## config.mk

```make
export PLATFORM = sky130hd
export DESIGN_NAME = mem_access_unit
export DESIGN_NICKNAME = d
export VERILOG_FILES = /design/src/rtl/mem_access_unit.sv
export SDC_FILE = /design/constraint.sdc
export NUM_CORES = 1
export LEC_CHECK = 0
export ABC_AREA = 1
export CAP_MARGIN = 20
export CORE_MARGIN = 2
export CORE_UTILIZATION = 40
export DETAILED_ROUTE_END_ITERATION = 10
export PLACE_DENSITY_LB_ADDON = 0.05
export SYNTH_ARGS = -nofsm -noshare
export SYNTH_HDL_FRONTEND = slang
export SYNTH_SLANG_ARGS = --single-unit
```

## constraint.sdc

```tcl
create_clock -name clk -period 1.4 [get_ports clk]
set_input_delay 0.28 -clock clk [delete_from_list [all_inputs] [get_ports clk]]
set_output_delay 0.28 -clock clk [all_outputs]
set_load 0.05 [all_outputs]
```

## src/rtl/mem_access_unit.sv

```systemverilog
// mem_access_unit: MEM-stage data-memory access with a req/ack memory handshake of
// arbitrary latency, misalignment exceptions, a bus timeout and valid/ready flow
// control toward WB. At most one memory operation is outstanding at a time.
//
// Ports
//   clk, reset                      clock, synchronous active-high reset
//   in_valid / in_ready             op handshake from EXE
//   in_load, in_store, in_size,     op decode (size 00 byte, 01 half, 1x word),
//   in_sign                         sign-extend sub-word loads
//   in_addr, in_wdata, in_result    byte address, right-aligned store data, EXE result
//   in_tag                          writeback destination tag
//   dm_req, dm_we, dm_addr,         memory request, byte strobes (0 for loads),
//   dm_wdata                        word address, lane-shifted store data
//   dm_ack, dm_rdata                memory completion, read data valid with ack
//   out_valid / out_ready           result handshake toward WB
//   out_data, out_tag               result and tag (tag forced 0 when not valid)
//   exc_adel, exc_ades, exc_bus     load/store misalignment, bus timeout
module mem_access_unit #(
  parameter int unsigned ADDR_W  = 32,
  parameter int unsigned TIMEOUT = 255,
  parameter int unsigned TAG_W   = 5
) (
  input  logic              clk,
  input  logic              reset,
  input  logic              in_valid,
  output logic              in_ready,
  input  logic              in_load,
  input  logic              in_store,
  input  logic [1:0]        in_size,
  input  logic              in_sign,
  input  logic [ADDR_W-1:0] in_addr,
  input  logic [31:0]       in_wdata,
  input  logic [31:0]       in_result,
  input  logic [TAG_W-1:0]  in_tag,
  output logic              dm_req,
  output logic [3:0]        dm_we,
  output logic [ADDR_W-1:0] dm_addr,
  output logic [31:0]       dm_wdata,
  input  logic              dm_ack,
  input  logic [31:0]       dm_rdata,
  output logic              out_valid,
  input  logic              out_ready,
  output logic [31:0]       out_data,
  output logic [TAG_W-1:0]  out_tag,
  output logic              exc_adel,
  output logic              exc_ades,
  output logic              exc_bus
);

  localparam logic [1:0] StIdle   = 2'd0;
  localparam logic [1:0] StAccess = 2'd1;
  localparam logic [1:0] StResp   = 2'd2;

  // Last ACCESS cycle index before the request is abandoned.
  localparam logic [15:0] TimeoutLast = 16'(TIMEOUT - 1);

  logic [1:0]        state_q, state_d;
  logic [15:0]       cnt_q, cnt_d;
  logic              load_q, load_d;
  logic [1:0]        size_q, size_d;
  logic              sign_q, sign_d;
  logic [1:0]        off_q, off_d;
  logic [TAG_W-1:0]  tag_q, tag_d;
  logic [31:0]       data_q, data_d;
  logic              adel_q, adel_d;
  logic              ades_q, ades_d;
  logic              bus_q, bus_d;
  logic [ADDR_W-1:0] addr_q, addr_d;
  logic [3:0]        we_q, we_d;
  logic [31:0]       wdata_q, wdata_d;

  logic        accept;
  logic        is_load;
  logic        is_store;
  logic        misaligned;
  logic [3:0]  st_we;
  logic [31:0] st_wdata;
  logic [31:0] rd_shift;
  logic [7:0]  rd_byte;
  logic [15:0] rd_half;
  logic [31:0] load_ext;

  assign in_ready = (state_q == StIdle) | ((state_q == StResp) & out_ready);
  assign accept   = in_valid & in_ready;

  // A simultaneous load+store is decoded as a load.
  assign is_load  = in_load;
  assign is_store = in_store & ~in_load;

  // Size 11 is treated as a word.
  assign misaligned = ((in_size == 2'b01) & in_addr[0]) | (in_size[1] & (|in_addr[1:0]));

  always_comb begin
    unique case (in_size)
      2'b00: begin
        st_we    = 4'b0001 << in_addr[1:0];
        st_wdata = {4{in_wdata[7:0]}};
      end
      2'b01: begin
        st_we    = in_addr[1] ? 4'b1100 : 4'b0011;
        st_wdata = {2{in_wdata[15:0]}};
      end
      default: begin
        st_we    = 4'b1111;
        st_wdata = in_wdata;
      end
    endcase
  end

  // Lane select of the returned word using the captured byte offset.
  assign rd_shift = dm_rdata >> {off_q, 3'b000};
  assign rd_byte  = rd_shift[7:0];
  assign rd_half  = off_q[1] ? dm_rdata[31:16] : dm_rdata[15:0];

  always_comb begin
    unique case (size_q)
      2'b00:   load_ext = {{24{sign_q & rd_byte[7]}}, rd_byte};
      2'b01:   load_ext = {{16{sign_q & rd_half[15]}}, rd_half};
      default: load_ext = dm_rdata;
    endcase
  end

  always_comb begin
    state_d = state_q;
    cnt_d   = cnt_q;
    load_d  = load_q;
    size_d  = size_q;
    sign_d  = sign_q;
    off_d   = off_q;
    tag_d   = tag_q;
    data_d  = data_q;
    adel_d  = adel_q;
    ades_d  = ades_q;
    bus_d   = bus_q;
    addr_d  = addr_q;
    we_d    = we_q;
    wdata_d = wdata_q;

    unique case (state_q)
      StIdle: begin
      end
      StAccess: begin
        // An ack in the timeout cycle still completes normally.
        if (dm_ack) begin
          state_d = StResp;
          data_d  = load_q ? load_ext : 32'd0;
          cnt_d   = '0;
        end else if (cnt_q == TimeoutLast) begin
          state_d = StResp;
          data_d  = 32'd0;
          bus_d   = 1'b1;
          cnt_d   = '0;
        end else begin
          cnt_d = cnt_q + 16'd1;
        end
      end
      StResp: begin
        if (out_ready) begin
          state_d = StIdle;
        end
      end
      default: begin
        state_d = StIdle;
      end
    endcase

    // Accept only happens from IDLE or a completing RESP, so it overrides the above.
    if (accept) begin
      load_d = is_load;
      size_d = in_size;
      sign_d = in_sign;
      off_d  = in_addr[1:0];
      tag_d  = in_tag;
      adel_d = 1'b0;
      ades_d = 1'b0;
      bus_d  = 1'b0;
      cnt_d  = '0;
      if (!is_load && !is_store) begin
        state_d = StResp;
        data_d  = in_result;
      end else if (misaligned) begin
        state_d = StResp;
        data_d  = 32'd0;
        adel_d  = is_load;
        ades_d  = is_store;
      end else begin
        state_d = StAccess;
        addr_d  = {in_addr[ADDR_W-1:2], 2'b00};
        we_d    = is_store ? st_we : 4'b0000;
        wdata_d = st_wdata;
      end
    end
  end

  always_ff @(posedge clk) begin
    if (reset) begin
      state_q <= StIdle;
      cnt_q   <= '0;
      load_q  <= 1'b0;
      size_q  <= 2'b00;
      sign_q  <= 1'b0;
      off_q   <= 2'b00;
      tag_q   <= '0;
      data_q  <= 32'd0;
      adel_q  <= 1'b0;
      ades_q  <= 1'b0;
      bus_q   <= 1'b0;
      addr_q  <= '0;
      we_q    <= 4'b0000;
      wdata_q <= 32'd0;
    end else begin
      state_q <= state_d;
      cnt_q   <= cnt_d;
      load_q  <= load_d;
      size_q  <= size_d;
      sign_q  <= sign_d;
      off_q   <= off_d;
      tag_q   <= tag_d;
      data_q  <= data_d;
      adel_q  <= adel_d;
      ades_q  <= ades_d;
      bus_q   <= bus_d;
      addr_q  <= addr_d;
      we_q    <= we_d;
      wdata_q <= wdata_d;
    end
  end

  assign dm_req    = (state_q == StAccess);
  assign dm_we     = dm_req ? we_q : 4'b0000;
  assign dm_addr   = addr_q;
  assign dm_wdata  = wdata_q;
  assign out_valid = (state_q == StResp);
  assign out_data  = data_q;
  assign out_tag   = out_valid ? tag_q : '0;
  assign exc_adel  = out_valid & adel_q;
  assign exc_ades  = out_valid & ades_q;
  assign exc_bus   = out_valid & bus_q;

endmodule

```

==> qor.csv <==
metric,value,unit
status,finished with violations,
violations,negative setup slack,
critPathMaxFanout,7,
die_h,131,µm
irDropWorstVdd,0.926,mV
hold_depth,4,
drv_cap,0,
vias,8459,
fin_crit,1.72,ns
yosysTopAreaCell,dfxtp_1,
dieArea,0.0171,mm²
grt_max_degree,67,
leakagePower,5.61,nW
final_hold_viol_count,0,
path_clk_slew,0.06,ns
drive_above_1_share,0.383,
hold_end,state_q[1],
ys_warn_count,0,
critical_path_class,flip-flop to flip-flop,
core,0.0158,mm²
portBuffers,251,
start_kind,flip-flop,
tns,-35.14,ns
cts_max_level,4,
synth_cells,979,
final_nets,1484,
ys_ff_latch,130,
crit_required,1.74,ns
cts_root_buffer,clkbuf_16,
fmax,583,MHz
final_area,0.0135,mm²
p_per_area,977,mW/mm²
syn_area,0.00643,mm²
met3_length,2600,µm
place.gp.congestion,0.855,
numClockSinks,130,
synth_top_area_frac,0.405,
track_usage,0.317,
r2r_slack,-0.32,ns
initialDrtViolationCount,672,
end_kind,flip-flop,
grt_pass1_vias,8041,
seq_area_frac_synth,0.405,
startpoint,state_q[1],
path_common_cell,buf_12,
cts_buffers,17,
routed_via_density,5.39,
cp_top_family,buffers and inverters,
worst_clock_skew,0.00611,ns
grt_overflow,0,
worst_pin_slew,0.566,ns
setup_slack,-0.317,ns
worstSetupPathDepth,11,
grt_pass1_wl,41800,µm
ctsLongestPathBuffers,2,
dr_wl_met2,15400,µm
reg2reg_depth,11,
pin_count,254,
routedLengthMet1,11100,µm
synth_ff_type,dfxtp_1,
crit_chain,buf_12 > clkinv_8 > nor2_4 > nor2_4 > nand2_4 > nor2_4 > buf_12 > buf_12 > buf_12 > o21ai_2 > a41oi_2,
route.detailed.drc,0,
r2r_end,dm_wdata[27],
critPathArrivalTime,2.06,ns
critPathBufInv,5,
cts_hold_buf,0,
synthArstFlopShare,0,
postPlaceCellArea,0.0110,mm²
power,13.2,mW
synth.area.top_cells,"dfxtp_1 (40%), nand2_1 (18%), nor2_1 (9.5%), o21ai_0 (6.7%), a21oi_1 (5.3%)",
synth_cell_types,39,
antenna_found_initial,0,
syn_avg_cell_area,6.57,µm²
finalSetupViolations,145,
drt_wl_total,30300,µm
die_x,131,µm
dpl.hpwl,16300,µm
highest_layer,met4,
hp-start,reset,
clock_latency,0.43,ns
crit_slowest_cell,dfxtp_4,
area_growth,110,%
initial_core_util,0.406,
min_path_type,input pin to flip-flop,
finalCritPeriodShare,1.23,
num_rows,46,
slowest_delay,0.36,ns
ant_nets,0,
drtPass1Iterations,7,
cts_tree,done,
relSlewSlack,0.623,
diodes,0,
maxSlewViolCount,0,
route.detailed.wl_per_inst,19.4,µm
rsz0062_at_grt,yes,
fill_cells,849,
synth_edf_count,0,
r2r_start,state_q[1],
final_core_util,0.855,
registers in the layout, summed over array words and instances (netlist names):
register	count
off_q	2
bus_q	1
state_q	2
we_q	4
cnt_q	16
sign_q	1
tag_q	5
out_data	32
dm_wdata	32
adel_q	1
ades_q	1
size_q	2
dm_addr	30
load_q	1
repair_timing:
action,CTS,global route
pin swaps,42,30
setup endpoints to repair,130,145
cloned,15,8
setup buffers,30,8
gates resized for setup,190,169
power breakdown:
| group | internal [mW] | switching [mW] | leakage, nW |
|---|---|---|---|
| registers | 3.93 | 0.250 | 1.07 |
| clock network | 3.07 | 1.75 | 0.304 |
| logic | 2.02 | 2.21 | 4.24 |
| total | 9.02 | 4.21 | 5.61 |
worst min-delay path: stages:
cell,delay [ns]
buf_2,0.13
inv_2,0.11
o21ai_2,0.07
a21oi_1,0.04
metal layers:
metal	vias up	GRT usage
met4	0	0.141
met3	114	0.101
met1	4008	0.364
met2	466	0.543
met5	-	0
li1	3871	-
through the flow:
stage | hold slack, ns | worst slack (ns) | cells
final | 0.244 | -0.317 | 1568
after floorplan | 0.393 | -0.202 | 980
after detailed placement | 0.450 | -0.597 | 1484
after CTS | 0.148 | -0.290 | 1558
after global routing | 0.250 | -0.386 | 1568
after global placement | 0.439 | -0.532 | 1484
synth_stat cells, types with 10 or more instances:
library cell,count
a21oi_1,68
a21oi_2,10
a31oi_1,12
buf_2,23
clkbuf_1,19
dfxtp_1,130
inv_1,52
nand2_1,313
nand3_1,29
nor2_1,162
o21ai_0,86
kinds of logic (layout without fill, tap and decap cells):
kind of cell / Yosys count / count (layout) / share of synthesized area
fa+ha+maj: 2 / 2 / 0.00389
flops: 130 / 130 / 0.405
buf+inv: 112 / 483 / 0.0761
xor+xnor: 4 / 4 / 0.00545
other cells: 1 / 2 / 0.000583
simple gates: 529 / 530 / 0.336
compound gates: 201 / 201 / 0.173
how the worst max path moves through the flow:
stage               slack (ns)            to
CTS                      -0.29      exc_adel
finish                   -0.32  dm_wdata[27]
global placement         -0.53   dm_addr[11]
detailed placement       -0.60   dm_addr[13]
floorplan                -0.20  out_data[22]
global route             -0.39  dm_wdata[27]
layout make-up:
cell class / count / area [µm²] / area share
Timing Repair Buffer: 389 / 5320 / 0.393
Multi-Input combinational cell: 739 / 4410 / 0.326
Tap cell: 216 / 270 / 0.0200
Inverter: 62 / 299 / 0.0221
Clock inverter: 10 / 156 / 0.0116
Sequential cell: 130 / 2620 / 0.194
Clock buffer: 22 / 464 / 0.0343
placed cells by master (no fill, tap or decap), types with 5 or more instances in the layout:
| cell type | n |
|---|---|
| a21oi_1 | 39 |
| a21oi_2 | 39 |
| a31oi_1 | 11 |
| buf_12 | 133 |
| buf_16 | 9 |
| buf_4 | 79 |
| buf_6 | 17 |
| clkbuf_16 | 24 |
| clkdlybuf4s50_1 | 140 |
| dfxtp_1 | 119 |
| dfxtp_2 | 9 |
| inv_1 | 44 |
| inv_2 | 8 |
| nand2_1 | 259 |
| nand2_2 | 33 |
| nand2_4 | 26 |
| nand3_1 | 23 |
| nand3_4 | 5 |
| nor2_1 | 100 |
| nor2_2 | 12 |
| nor2_4 | 55 |
| o21ai_0 | 35 |
| o21ai_1 | 39 |
| o21ai_2 | 15 |
| o21ai_4 | 5 |
(Power assumes the default switching activity.)
